**config.mk**
```make
export PLATFORM = sky130hd
export DESIGN_NAME = maze_episode_ctrl
export DESIGN_NICKNAME = d
export VERILOG_FILES = /design/src/rtl/maze_episode_ctrl.sv
export SDC_FILE = /design/constraint.sdc
export NUM_CORES = 1
export LEC_CHECK = 0
export ABC_AREA = 1
export CAP_MARGIN = 10
export CORE_AREA = 4 4 225 227
export CTS_BUF_LIST = sky130_fd_sc_hd__clkbuf_8
export DETAILED_ROUTE_END_ITERATION = 16
export DIE_AREA = 0 0 229 231
export MAX_ROUTING_LAYER = met4
export PLACE_DENSITY = 0.69
export REMOVE_ABC_BUFFERS = 1
export SETUP_SLACK_MARGIN = 0.3
export SLEW_MARGIN = 5
export SYNTH_ARGS = -nofsm -noshare
export SYNTH_HDL_FRONTEND = slang
export SYNTH_SLANG_ARGS = --single-unit
```
**constraint.sdc**
```tcl
create_clock -name clk -period 4.52 [get_ports clk]
set_input_delay 1.13 -clock clk [delete_from_list [all_inputs] [get_ports clk]]
set_output_delay 1.13 -clock clk [all_outputs]
set_load 0.02 [all_outputs]
```
**src/rtl/maze_episode_ctrl.sv**
```systemverilog
// Maze episode sequencer: takes one agent action at a time, moves the agent on
// a configurable GRID_W x GRID_W cell map and returns next state, reward and
// done/timeout, restarting episodes and keeping step/episode counters.
module maze_episode_ctrl #(
  parameter int unsigned GRID_W    = 10,
  parameter logic [7:0]  START_LOC = 8'd0,
  parameter int unsigned MAX_STEPS = 200,
  parameter int          R_STEP    = -1,
  parameter int          R_BUMP    = -5,
  parameter int          R_GOAL    = 100,
  parameter int          R_PIT     = -100
) (
  input  logic        clk,
  input  logic        rst,
  input  logic        cfg_we,
  input  logic [7:0]  cfg_addr,
  input  logic [3:0]  cfg_data,
  input  logic        start,
  input  logic        stop,
  input  logic        act_valid,
  output logic        act_ready,
  input  logic [1:0]  act,
  output logic        res_valid,
  input  logic        res_ready,
  output logic [7:0]  state,
  output logic [7:0]  next_state,
  output logic [7:0]  reward,
  output logic        done,
  output logic        timeout,
  output logic [15:0] step_cnt,
  output logic [15:0] episode_cnt,
  output logic        busy
);

  localparam int unsigned NCELLS    = GRID_W * GRID_W;
  localparam int unsigned AW        = $clog2(NCELLS);
  localparam logic [7:0]  GW8       = 8'(GRID_W);
  localparam logic [7:0]  LAST      = 8'(GRID_W - 1);
  localparam logic [7:0]  NCELLS8   = 8'(NCELLS);
  localparam logic [7:0]  START_ROW = 8'(32'(START_LOC) / GRID_W);
  localparam logic [7:0]  START_COL = 8'(32'(START_LOC) % GRID_W);
  localparam logic [15:0] MAX16     = 16'(MAX_STEPS);
  localparam logic [7:0]  RW_STEP   = 8'(R_STEP);
  localparam logic [7:0]  RW_BUMP   = 8'(R_BUMP);
  localparam logic [7:0]  RW_GOAL   = 8'(R_GOAL);
  localparam logic [7:0]  RW_PIT    = 8'(R_PIT);
  localparam logic [3:0]  CELL_WALL = 4'd1;
  localparam logic [3:0]  CELL_GOAL = 4'd2;
  localparam logic [3:0]  CELL_PIT  = 4'd3;

  typedef enum logic [2:0] {
    S_IDLE, S_WAIT_ACT, S_LOOKUP, S_RESP, S_EPI_END
  } fsm_t;

  fsm_t        fsm_q, fsm_d;
  logic [7:0]  state_q, state_d, row_q, row_d, col_q, col_d;
  logic [7:0]  next_state_q, next_state_d, nrow_q, nrow_d, ncol_q, ncol_d;
  logic [7:0]  reward_q, reward_d;
  logic        done_q, done_d, timeout_q, timeout_d;
  logic [15:0] step_cnt_q, step_cnt_d, episode_cnt_q, episode_cnt_d;
  logic        act_ready_q, act_ready_d, res_valid_q, res_valid_d;
  logic        busy_q, busy_d;
  logic [7:0]  tgt_q, tgt_d, trow_q, trow_d, tcol_q, tcol_d;
  logic        blocked_q, blocked_d;
  logic [3:0]  cell_q, cell_d;

  logic [3:0]  map_q [NCELLS];

  logic        map_we_c, accept_c, res_hs_c, blocked_c, terminal_c;
  logic [7:0]  tgt_c, trow_c, tcol_c;
  logic [15:0] step_inc_c;

  assign map_we_c = (fsm_q == S_IDLE) && cfg_we && (cfg_addr < NCELLS8);
  assign accept_c = act_valid && act_ready_q;
  assign res_hs_c = res_valid_q && res_ready;

  // Cell map storage; survives reset so software loads it once.
  always_ff @(posedge clk) begin
    if (map_we_c) map_q[cfg_addr[AW-1:0]] <= cfg_data;
  end

  // Target location for the offered action, with edge detection.
  always_comb begin
    blocked_c = 1'b0;
    trow_c    = row_q;
    tcol_c    = col_q;
    tgt_c     = state_q;
    case (act)
      2'd0: if (row_q == 8'd0) blocked_c = 1'b1;
            else begin trow_c = row_q - 8'd1; tgt_c = state_q - GW8; end
      2'd1: if (col_q == LAST) blocked_c = 1'b1;
            else begin tcol_c = col_q + 8'd1; tgt_c = state_q + 8'd1; end
      2'd2: if (row_q == LAST) blocked_c = 1'b1;
            else begin trow_c = row_q + 8'd1; tgt_c = state_q + GW8; end
      default: if (col_q == 8'd0) blocked_c = 1'b1;
            else begin tcol_c = col_q - 8'd1; tgt_c = state_q - 8'd1; end
    endcase
  end

  // Next-state and registered-output computation.
  always_comb begin
    fsm_d         = fsm_q;
    state_d       = state_q;
    row_d         = row_q;
    col_d         = col_q;
    next_state_d  = next_state_q;
    nrow_d        = nrow_q;
    ncol_d        = ncol_q;
    reward_d      = reward_q;
    done_d        = done_q;
    timeout_d     = timeout_q;
    step_cnt_d    = step_cnt_q;
    episode_cnt_d = episode_cnt_q;
    res_valid_d   = 1'b0;
    tgt_d         = tgt_q;
    trow_d        = trow_q;
    tcol_d        = tcol_q;
    blocked_d     = blocked_q;
    cell_d        = cell_q;
    terminal_c    = 1'b0;
    step_inc_c    = step_cnt_q + 16'd1;

    case (fsm_q)
      S_IDLE: begin
        if (start) fsm_d = S_WAIT_ACT;
      end
      S_WAIT_ACT: begin
        if (accept_c) begin
          tgt_d     = tgt_c;
          trow_d    = trow_c;
          tcol_d    = tcol_c;
          blocked_d = blocked_c;
          if (!blocked_c) cell_d = map_q[tgt_c[AW-1:0]];
          fsm_d     = S_LOOKUP;
        end else if (stop) begin
          state_d    = START_LOC;
          row_d      = START_ROW;
          col_d      = START_COL;
          step_cnt_d = 16'd0;
          fsm_d      = S_IDLE;
        end
      end
      S_LOOKUP: begin
        step_cnt_d = step_inc_c;
        done_d     = 1'b0;
        timeout_d  = 1'b0;
        if (blocked_q || cell_q == CELL_WALL) begin
          next_state_d = state_q;
          nrow_d       = row_q;
          ncol_d       = col_q;
          reward_d     = RW_BUMP;
        end else begin
          next_state_d = tgt_q;
          nrow_d       = trow_q;
          ncol_d       = tcol_q;
          if (cell_q == CELL_GOAL) begin
            reward_d   = RW_GOAL;
            terminal_c = 1'b1;
          end else if (cell_q == CELL_PIT) begin
            reward_d   = RW_PIT;
            terminal_c = 1'b1;
          end else begin
            reward_d   = RW_STEP;
          end
        end
        if (terminal_c) begin
          done_d = 1'b1;
        end else if (step_inc_c == MAX16) begin
          done_d    = 1'b1;
          timeout_d = 1'b1;
        end
        fsm_d = S_RESP;
      end
      S_RESP: begin
        res_valid_d = 1'b1;
        if (res_hs_c) begin
          res_valid_d = 1'b0;
          state_d     = next_state_q;
          row_d       = nrow_q;
          col_d       = ncol_q;
          fsm_d       = done_q ? S_EPI_END : S_WAIT_ACT;
        end
      end
      S_EPI_END: begin
        state_d       = START_LOC;
        row_d         = START_ROW;
        col_d         = START_COL;
        step_cnt_d    = 16'd0;
        episode_cnt_d = episode_cnt_q + 16'd1;
        fsm_d         = stop ? S_IDLE : S_WAIT_ACT;
      end
      default: fsm_d = S_IDLE;
    endcase

    act_ready_d = (fsm_d == S_WAIT_ACT);
    busy_d      = (fsm_d != S_IDLE);
  end

  // State register with asynchronous active-high reset.
  always_ff @(posedge clk or posedge rst) begin
    if (rst) begin
      fsm_q         <= S_IDLE;
      state_q       <= START_LOC;
      row_q         <= START_ROW;
      col_q         <= START_COL;
      next_state_q  <= 8'd0;
      nrow_q        <= 8'd0;
      ncol_q        <= 8'd0;
      reward_q      <= 8'd0;
      done_q        <= 1'b0;
      timeout_q     <= 1'b0;
      step_cnt_q    <= 16'd0;
      episode_cnt_q <= 16'd0;
      act_ready_q   <= 1'b0;
      res_valid_q   <= 1'b0;
      busy_q        <= 1'b0;
      tgt_q         <= 8'd0;
      trow_q        <= 8'd0;
      tcol_q        <= 8'd0;
      blocked_q     <= 1'b0;
      cell_q        <= 4'd0;
    end else begin
      fsm_q         <= fsm_d;
      state_q       <= state_d;
      row_q         <= row_d;
      col_q         <= col_d;
      next_state_q  <= next_state_d;
      nrow_q        <= nrow_d;
      ncol_q        <= ncol_d;
      reward_q      <= reward_d;
      done_q        <= done_d;
      timeout_q     <= timeout_d;
      step_cnt_q    <= step_cnt_d;
      episode_cnt_q <= episode_cnt_d;
      act_ready_q   <= act_ready_d;
      res_valid_q   <= res_valid_d;
      busy_q        <= busy_d;
      tgt_q         <= tgt_d;
      trow_q        <= trow_d;
      tcol_q        <= tcol_d;
      blocked_q     <= blocked_d;
      cell_q        <= cell_d;
    end
  end

  assign act_ready   = act_ready_q;
  assign res_valid   = res_valid_q;
  assign state       = state_q;
  assign next_state  = next_state_q;
  assign reward      = reward_q;
  assign done        = done_q;
  assign timeout     = timeout_q;
  assign step_cnt    = step_cnt_q;
  assign episode_cnt = episode_cnt_q;
  assign busy        = busy_q;

endmodule

```
==> results of run 1 <==
-- kinds of logic (layout without fill, tap and decap cells) --
kind of cell	count (synthesis)	count (layout)	synth area share [%]
compound gates	227	227	5.27
xor+xnor	27	27	0.985
fa+ha+maj	14	14	0.729
buf+inv	343	493	6.11
flops	521	521	62.6
simple gates	1365	1365	24.3
-- cells in the mapped netlist (2+ instances only) --
library cell / instances / area, µm²
and2_1: 2 / 12.5
o31ai_1: 2 / 15.0
nand3_1: 335 / 1680
a221oi_1: 4 / 35.0
nand2_4: 2 / 22.5
edfxtp_1: 400 / 12000
o21ai_1: 12 / 60.1
nor2_1: 249 / 935
a21oi_1: 28 / 140
o211ai_1: 5 / 37.5
o22ai_1: 19 / 119
dfrtp_1: 121 / 3030
xor2_1: 20 / 175
buf_6: 6 / 67.6
nor4_1: 3 / 18.8
and3_1: 5 / 31.3
buf_4: 22 / 165
inv_1: 203 / 762
nor2_2: 5 / 31.3
ha_1: 14 / 175
buf_1: 3 / 11.3
nand4_1: 73 / 457
a41oi_1: 2 / 17.5
nor3_1: 16 / 80.1
inv_2: 6 / 22.5
a31oi_1: 2 / 12.5
xnor2_1: 7 / 61.3
nand2_1: 666 / 2500
o21ai_0: 136 / 681
a22o_1: 2 / 17.5
a211oi_1: 3 / 22.5
buf_2: 42 / 210
o221ai_1: 2 / 17.5
nand2_2: 7 / 43.8
nand3_2: 2 / 20.0
clkbuf_1: 57 / 214
clkinv_1: 4 / 15.0
a311oi_1: 3 / 26.3
-- layout make-up --
class | instances | share of cell area, %
well taps | 622 | 2.87
clock buffers | 90 | 4.58
inverters | 213 | 2.96
multi-input cells | 1633 | 28.0
clock inverters | 54 | 1.06
repair buffers | 136 | 5.00
flip-flops and latches | 521 | 55.6
-- per-stage QoR --
step,TNS (ns),worst slack (ns),hold slack [ns]
6_report,0,0.900,0.478
5_1_grt,0,0.632,0.511
4_1_cts,0,0.970,0.486
3_5_place_dp,0,0.260,0.473
3_3_place_gp,0,0.266,0.463
2_1_floorplan,-3.09,-0.746,0.450
-- worst max-delay path: stages --
cell and delay (ns):
clkdlybuf4s50_1 0.53, buf_4 0.20, nand2_1 0.08, inv_1 0.23, nand2_4 0.15, nand2_2 0.12
nand2_2 0.15, nand2_4 0.20, buf_4 0.42, nand2_1 0.11, nand2_1 0.08, inv_1 0.04
nand2_1 0.09, nand3_1 0.11, nand3_1 0.11, nand3_1 0.13, nand3_1 0.11, nand2_1 0.05
nand2_1 0.06, nor2_1 0.04, nor2_1 0.07
-- worst max path at each step --
stage,start,to,slack (ns),depth (start not counted)
CTS,act[0],cell_q[3]$_DFFE_PP0P_,0.97,20
finish,act[0],cell_q[1]$_DFFE_PP0P_,0.90,21
floorplan,act[0],cell_q[0]$_DFFE_PP0P_,-0.75,16
global route,act[0],cell_q[1]$_DFFE_PP0P_,0.63,20
detailed placement,act[0],cell_q[3]$_DFFE_PP0P_,0.26,20
global placement,act[0],cell_q[2]$_DFFE_PP0P_,0.27,20
-- power breakdown --
group / switching (mW) / leakage [nW] / internal (mW)
Clock: 1.85 / 0.883 / 1.90
Combinational: 4.26 / 4.77 / 1.91
Sequential: 0.297 / 5.19 / 5.48
Total: 6.41 / 10.8 / 9.29
-- flip-flops by register name (all words and copies together) (netlist names), 3 cells and up --
| name | cells |
|---|---|
| trow_q | 8 |
| episode_cnt | 16 |
| reward | 4 |
| step_cnt | 16 |
| cell_q | 4 |
| tgt_q | 8 |
| next_state | 8 |
| row_q | 8 |
| state | 8 |
| ncol_q | 8 |
| col_q | 8 |
| tcol_q | 8 |
| fsm_q | 3 |
| map_q | 400 |
| nrow_q | 8 |
-- placed cells by master (no fill, tap or decap), types with 3 or more instances in the layout --
| master | Yosys | routed |
|---|---|---|
| nand3_1 | 335 | 335 |
| o211ai_1 | 5 | 5 |
| a221oi_1 | 4 | 4 |
| clkinvlp_4 | 0 | 3 |
| nor2_1 | 249 | 246 |
| buf_4 | 22 | 43 |
| nand4_1 | 73 | 73 |
| inv_1 | 203 | 228 |
| a21oi_1 | 28 | 28 |
| clkinv_2 | 0 | 12 |
| edfxtp_1 | 400 | 400 |
| buf_2 | 42 | 4 |
| o22ai_1 | 19 | 19 |
| inv_6 | 0 | 4 |
| o21ai_0 | 136 | 136 |
| dfrtp_1 | 121 | 121 |
| o21ai_1 | 12 | 11 |
| buf_12 | 0 | 12 |
| xor2_1 | 20 | 20 |
| nand2_2 | 7 | 7 |
| and3_1 | 5 | 5 |
| nor3_1 | 16 | 15 |
| clkinv_1 | 4 | 11 |
| a311oi_1 | 3 | 3 |
| nand2_4 | 2 | 3 |
| clkbuf_8 | 0 | 90 |
| xnor2_1 | 7 | 7 |
| inv_2 | 6 | 6 |
| nand2_1 | 666 | 664 |
| ha_1 | 14 | 14 |
| nor4_1 | 3 | 3 |
| nor2_2 | 5 | 7 |
| clkdlybuf4s50_1 | 0 | 77 |
-- metal layers --
metal	GRT usage [%]	vias to the layer above	share of wire, %
met5	-	-	0
met4	7.89	0	2.7
met3	3.99	143	7.9
met2	38.1	789	48
met1	31.0	8843	41
li1	-	8643	-
==> flow_summary.toml, run 1 <==
[setup_path]
crit_type = "in2reg"
r2r-end = "cell_q[1]$_DFFE_PP0P_"
crit_path_start_kind = "input pin"
reg2reg_from = "col_q[0]$_DFFE_PP0P_"
worst_setup_path_end_kind = "register"
rrSetupSlack_ns = 1.16
cp_max_fo = 41
crit_required_ns = 5.12
cp.arrival_ns = 4.22
reg2regPathDepth = 20

[finish]
nFillCells = 4265
drive_above_1_share_pct = 7.71
design_area_um2 = 27100
nets = 2624
layout.cells.non_filler = 3269
syn_to_final_growth_pct = 12.7
final-seq-area_um2 = 15000
post-route-util_pct = 55.6
multiInputGateArea_um2 = 7570
antenna_cells = 0

[min_path]
holdPathStages = 1
min_to = "episode_cnt[15]$_DFFE_PP0P_"
worstHoldPathType = "reg2reg"
min_from = "episode_cnt[15]$_DFFE_PP0P_"

[drt]
ant_nets = 0
drc = 0
routed_via_density = 5.63
routed_wire_length_per_instance_um = 18.7
routed_wl_um = 61200
num_vias = 18400
drt_iter0_markers = 1798
dr.pass1.iters = 6

[global_routing]
antenna_found_initial = 0
grt_max_degree = 80
gr-total-overflow = 0
grt_pass1_wl_um = 97500
grt_usage_pct = 23.7
grt_pass1_vias = 18200

[clock_tree]
cts_setup_buffers = 0
clock_path_buffers = 3
clk_latency_ns = 0.69
cts_buffers = 84
post_cts_resized = 0
cts_tree = "done"
htreeDepth = 3
cts_sinks = 521
path_clk_slew_ns = 0.06
clockRootBuffer = "clkbuf_8"
cts_hold_buf = 0

[power_and_ir_drop]
powerDensity_nw_per_um2 = 580
ir_drop_uv = 448
finalPower_mw = 15.7
power.leakage_nw = 10.8

[placed_design]
gp_congestion = 0.950
dp_hpwl_um = 38800
dp_cells = 3125
portBuffers = 81
placed_area_um2 = 25500

[die]
design.die.area_um2 = 52900
io_pins = 82
die_x_um = 229
rows = 81
initial_core_util_pct = 49.4
die_y_um = 231
core_area_um2 = 48600

[logic_synthesis]
yosysWarnings = 0
syn_area_um2 = 24000
synth_edf_count = 400
synth-seq-cells = 521
postSynthAreaPerCell_um2 = 9.62
postSynth.asyncResetShare_pct = 23.2
ys_seq_area_share_pct = 62.6
ys_types = 45
synthCells = 2497
ys.flop_type = "edfxtp_1"

[timing]
fin_crit_ns = 3.62
rsz0062_at_grt = "false"
max-slew-margin-rel_pct = 29.6
setup_viol_count_final = 0
fin_crit_sh_pct = 80.1
timing_worst_slew_pin_value_ns = 1.06
clock.fmax_mhz = 276
hold_violations = 0
clock_skew_ns = 0.0399
slew_violations = 0

[status]
outcome = "complete, no violations"

[job]
max-cap-violations = 0
Note: power is estimated with default switching activity, not from simulation.
==> inputs of run 2 (changes only) <==
Settings changed: PLACE_DENSITY 0.69 to 0.67.
Clock period 4.52 ns to 3.5 ns, I/O delays scaled along.
==> flow_summary.toml, run 2 (same netlist as run 1, synthesis figures left out) <==
[status]
outcome = "complete, no violations"

[power_and_ir_drop]
ir_drop_uv = 379
powerDensity_nw_per_um2 = 766
power.leakage_nw = 11.4
finalPower_mw = 21.6

[clock_tree]
clk_latency_ns = 0.69
cts_tree = "done"
clock_path_buffers = 3
clockRootBuffer = "clkbuf_8"
cts_hold_buf = 0
path_clk_slew_ns = 0.06
cts_sinks = 521
htreeDepth = 3
cts_buffers = 87

[die]
rows = 81
die_y_um = 231
initial_core_util_pct = 49.4
design.die.area_um2 = 52900
die_x_um = 229
io_pins = 82
core_area_um2 = 48600

[setup_path]
crit_type = "in2reg"
crit_required_ns = 4.07
cp.arrival_ns = 3.58
cp_max_fo = 33
worst_setup_path_end_kind = "register"
crit_path_start_kind = "input pin"

[finish]
largest_register_ffs = 400
syn_to_final_growth_pct = 17.5
final_common_cell = "nand2_1"
final-seq-area_um2 = 15000
nFillCells = 4196
layout_common_cells = "665 x nand2_1, 400 x edfxtp_1, 334 x nand3_1"
antenna_cells = 0
drive_above_1_share_pct = 11.2
multiInputGateArea_um2 = 7650
nets = 2711
layout.cells.non_filler = 3366

[placed_design]
dp_cells = 3195
gp_congestion = 0.926
portBuffers = 81
dp_hpwl_um = 41000

[drt]
dr.pass1.iters = 5
drt_iter0_markers = 1815
routed_via_density = 5.61
routed_wire_length_per_instance_um = 19.1
routed_wl_um = 64400
num_vias = 18900
drc = 0
ant_nets = 0

[job]
max-cap-violations = 0

[timing]
slew_violations = 0
hold_violations = 0
timing_worst_slew_pin_value_ns = 0.661
max-slew-margin-rel_pct = 55.9
fin_crit_sh_pct = 85.9
fin_crit_ns = 3.01
clock_skew_ns = 0.0326
tns_ns = 0
rsz0062_at_grt = "false"
setup_viol_count_final = 0
clock.fmax_mhz = 332

[global_routing]
grt_usage_pct = 24.3
grt_pass1_vias = 18400
gr-total-overflow = 0
grt_pass1_wl_um = 99200
antenna_found_initial = 0
grt_max_degree = 101

[min_path]
worstHoldPathType = "reg2reg"
==> run 2: cell count changes in the layout (fill, tap and decap cells not counted), moves of 3 or more <==
cell	before	now
clkbuf_8	90	94
nand2_2	7	4
clkinv_1	11	15
inv_6	4	1
clkinv_2	12	16
inv_1	228	223
nor2_4	1	5
buf_12	12	28
clkbuf_16	0	4
inv_2	6	10
buf_4	43	104
==> run 2: final cells by class <==
type | count | area share, %
Sequential cell | 521 | 53.3
Multi-Input combinational cell | 1634 | 27.1
Timing Repair Buffer | 219 | 8.11
Clock buffer | 94 | 4.59
Inverter | 213 | 2.86
Tap cell | 622 | 2.76
Clock inverter | 63 | 1.22
==> run 2: repair_timing <==
action / CTS / global route
buffers inserted: 1 / 8
pin swaps: 1 / 6
cloned: 0 / 5
resized for setup: 1 / 23
setup endpoints to repair: 1 / 4
==> run 2: stage by stage <==
step                area, µm²  setup WS [ns]  hold slack (ns)  utilization (%)
global route            28200          0.291            0.505             58.0
detailed placement      26300         -0.199            0.468             54.0
CTS                     27900          0.306            0.482             57.4
floorplan               23300          -1.51            0.450                -
finish                  28200          0.492            0.481             58.0
global placement        26300         -0.135            0.461             54.0
==> run 2: worst paths after layout <==
path | startpoint | to | slack [ns] | depth (start not counted)
max | act[0] | cell_q[1]$_DFFE_PP0P_ | 0.49 | 19
min | episode_cnt[15]$_DFFE_PP0P_ | episode_cnt[15]$_DFFE_PP0P_ | 0.48 | 1
max reg2reg | col_q[1]$_DFFE_PP0P_ | cell_q[1]$_DFFE_PP0P_ | 0.51 | 20
min reg2reg | episode_cnt[15]$_DFFE_PP0P_ | episode_cnt[15]$_DFFE_PP0P_ | 0.48 | 1
max in group asynchronous | rst | episode_cnt[5]$_DFFE_PP0P_ | 2.18 | 3
min in group asynchronous | rst | col_q[4]$_DFFE_PP0P_ | 0.59 | 2
==> run 2: metal layers <==
| metal | routed length (µm) | share of wire [%] | global-route usage [%] | up-vias |
|---|---|---|---|---|
| li1 | - | - | - | 8843 |
| met1 | 27000 | 42 | 32.0 | 9082 |
| met2 | 30200 | 47 | 38.2 | 826 |
| met3 | 5100 | 7.9 | 4.39 | 149 |
| met4 | 2070 | 3.2 | 8.77 | 0 |
| met5 | 0 | 0 | - | - |
==> run 2: where the power goes <==
part	leakage, nW	internal (mW)	switching [mW]
clock network	0.940	2.58	2.49
registers	5.19	7.07	0.379
logic	5.31	3.27	5.82
total	11.4	12.9	8.69
==> run 2: critical path, stage by stage <==
cell	delay, ns
clkdlybuf4s50_1	0.60
inv_2	0.09
nand2_1	0.11
inv_2	0.07
nand2_1	0.07
nand3_1	0.11
nand2_1	0.12
nand3_4	0.17
nand2_8	0.19
buf_12	0.20
nand3_1	0.13
nand3_1	0.10
nand3_1	0.11
nand3_1	0.13
nand3_1	0.19
nand2_1	0.12
nor2_1	0.05
nor2_1	0.08
nor2_1	0.04
==> inputs of run 3 (changes only) <==
Settings changed: CTS_CLUSTER_SIZE set to 16.
==> flow_summary.toml, run 3 (same netlist as run 1, synthesis figures left out) <==
[timing]
timing_worst_slew_pin_value_ns = 0.645
fin_crit_sh_pct = 85.5
hold_violations = 0
clock.fmax_mhz = 334
setup_slack_ns = 0.506
rsz0062_at_grt = "false"
setup_viol_count_final = 0
max-slew-margin-rel_pct = 56.9
tns_ns = 0
clock_skew_ns = 0.0263
slew_violations = 0
fin_crit_ns = 2.99

[die]
rows = 81
core_area_um2 = 48600
die_x_um = 229
design.die.area_um2 = 52900
initial_core_util_pct = 49.4
io_pins = 82
die_y_um = 231

[placed_design]
placed_area_um2 = 26300
portBuffers = 81
dpl_worst_slack_ns = -0.199
gp_congestion = 0.926
dp_hpwl_um = 41000

[finish]
drive_above_1_share_pct = 11.2
nets = 2711
syn_to_final_growth_pct = 17.5
design_area_um2 = 28200
final_common_cell = "nand2_1"
largest_register_ffs = 400
antenna_cells = 0
layout_common_cells = "665 x nand2_1, 400 x edfxtp_1, 334 x nand3_1"

[setup_path]
crit_path_start_kind = "input pin"
crit_required_ns = 4.06
setup.worst_path.end = "cell_q[0]$_DFFE_PP0P_"
reg2reg_from = "col_q[1]$_DFFE_PP0P_"
worst_setup_path_end_kind = "register"
cp_max_fo = 33
critPathLaunch = "act[0]"
crit_type = "in2reg"
r2r-end = "cell_q[0]$_DFFE_PP0P_"
rrSetupSlack_ns = 0.52
reg2regPathDepth = 20
cp.arrival_ns = 3.55

[drt]
drt_iter0_markers = 1915
routed_wire_length_per_instance_um = 19.2
dr.pass1.iters = 6
num_vias = 19000
drc = 0
routed_wl_um = 64600
routed_via_density = 5.64
ant_nets = 0

[global_routing]
grt_pass1_wl_um = 99100
grt_usage_pct = 24.3
grt_max_degree = 101
antenna_found_initial = 0
grt_pass1_vias = 18300
gr-total-overflow = 0

[min_path]
holdPathStages = 1
min_from = "episode_cnt[15]$_DFFE_PP0P_"
worstHoldPathType = "reg2reg"

[power_and_ir_drop]
pwr-share-seq_pct = 34.4
finalPower_mw = 21.6
power_frac_clock_pct = 23.4
p_int_mw = 12.9
ir_drop_uv = 383
powerDensity_nw_per_um2 = 767
swShare_pct = 40.2
p_comb_share_pct = 42.1
power_switching_mw = 8.70
power.leakage_nw = 11.4

[clock_tree]
path_clk_slew_ns = 0.06
clk_latency_ns = 0.69
cts_buffers = 87
cts_hold_buf = 0
htreeDepth = 3
clockRootBuffer = "clkbuf_8"
cts_tree = "done"
clock_path_buffers = 3
cts_sinks = 521

[status]
outcome = "complete, no violations"

[job]
max-cap-violations = 0
-- run 3: changes by cell type in the layout (fill, tap and decap cells not counted), sizes merged --
cell / delta
clkinv: +4
inv: -3
clkinvlp: -1
-- run 3: repair_timing --
action,4_1_cts,5_1_grt
resized for setup,1,24
pin swaps,1,6
gates cloned,0,5
setup buffers,1,8
endpoints found under the setup margin,1,4
-- run 3: critical path, stage by stage --
cell	delay, ns
clkdlybuf4s50_1	0.60
inv_2	0.09
nand2_1	0.11
inv_2	0.07
nand2_1	0.07
nand3_1	0.11
nand2_1	0.12
nand3_4	0.17
nand2_8	0.19
buf_12	0.20
nand3_1	0.13
nand3_1	0.10
nand3_1	0.09
nand3_1	0.12
nand3_1	0.18
nand2_1	0.13
nor2_1	0.05
nor2_1	0.08
nor2_1	0.04
-- run 3: cell type report --
cell class / instances / area, µm²
fill: 4183 / 20400
sequential: 521 / 15000
multi-input combinational: 1634 / 7660
timing repair buffer: 219 / 2290
clock buffer: 94 / 1290
inverter: 213 / 806
tap: 622 / 778
clock inverter: 63 / 340
-- run 3: stage by stage --
step / hold slack (ns) / std cells / utilization [%]
final: 0.481 / 3366 / 58.0
after global routing: 0.505 / 3366 / 58.0
after CTS: 0.482 / 3353 / 57.4
after detailed placement: 0.468 / 3195 / 54.0
after global placement: 0.461 / 3195 / 54.0
after floorplan: 0.450 / 2367 / -
-- run 3: how the worst min path moves through the flow --
stage | to | slack, ns
after floorplan | tcol_q[3]$_DFFE_PP0P_ | 0.45
after detailed placement | tcol_q[3]$_DFFE_PP0P_ | 0.47
after CTS | episode_cnt[15]$_DFFE_PP0P_ | 0.48
final | episode_cnt[15]$_DFFE_PP0P_ | 0.48
after global placement | episode_cnt[15]$_DFFE_PP0P_ | 0.46
after global routing | tcol_q[3]$_DFFE_PP0P_ | 0.50
-- run 3: routing by layer --
layer  track usage [%]  vias to the layer above  routed length (µm)  part of all wire (%)
met1              32.1                     9098               27000                    42
li1                  -                     8846                   -                     -
met4              8.71                        0                2070                   3.2
met3              4.36                      154                5300                   8.2
met2              38.2                      883               30300                    47
met5                 -                        -                   0                     0
-- run 3: power by group through the flow --
stage,clock network (mW),logic [mW],registers (mW)
floorplan,0,5.07,7.59
detailed placement,0,8.59,7.56
global placement,0,8.47,7.54
CTS,5.16,8.64,7.44
global route,5.47,10.1,7.50
finish,5.07,9.11,7.45
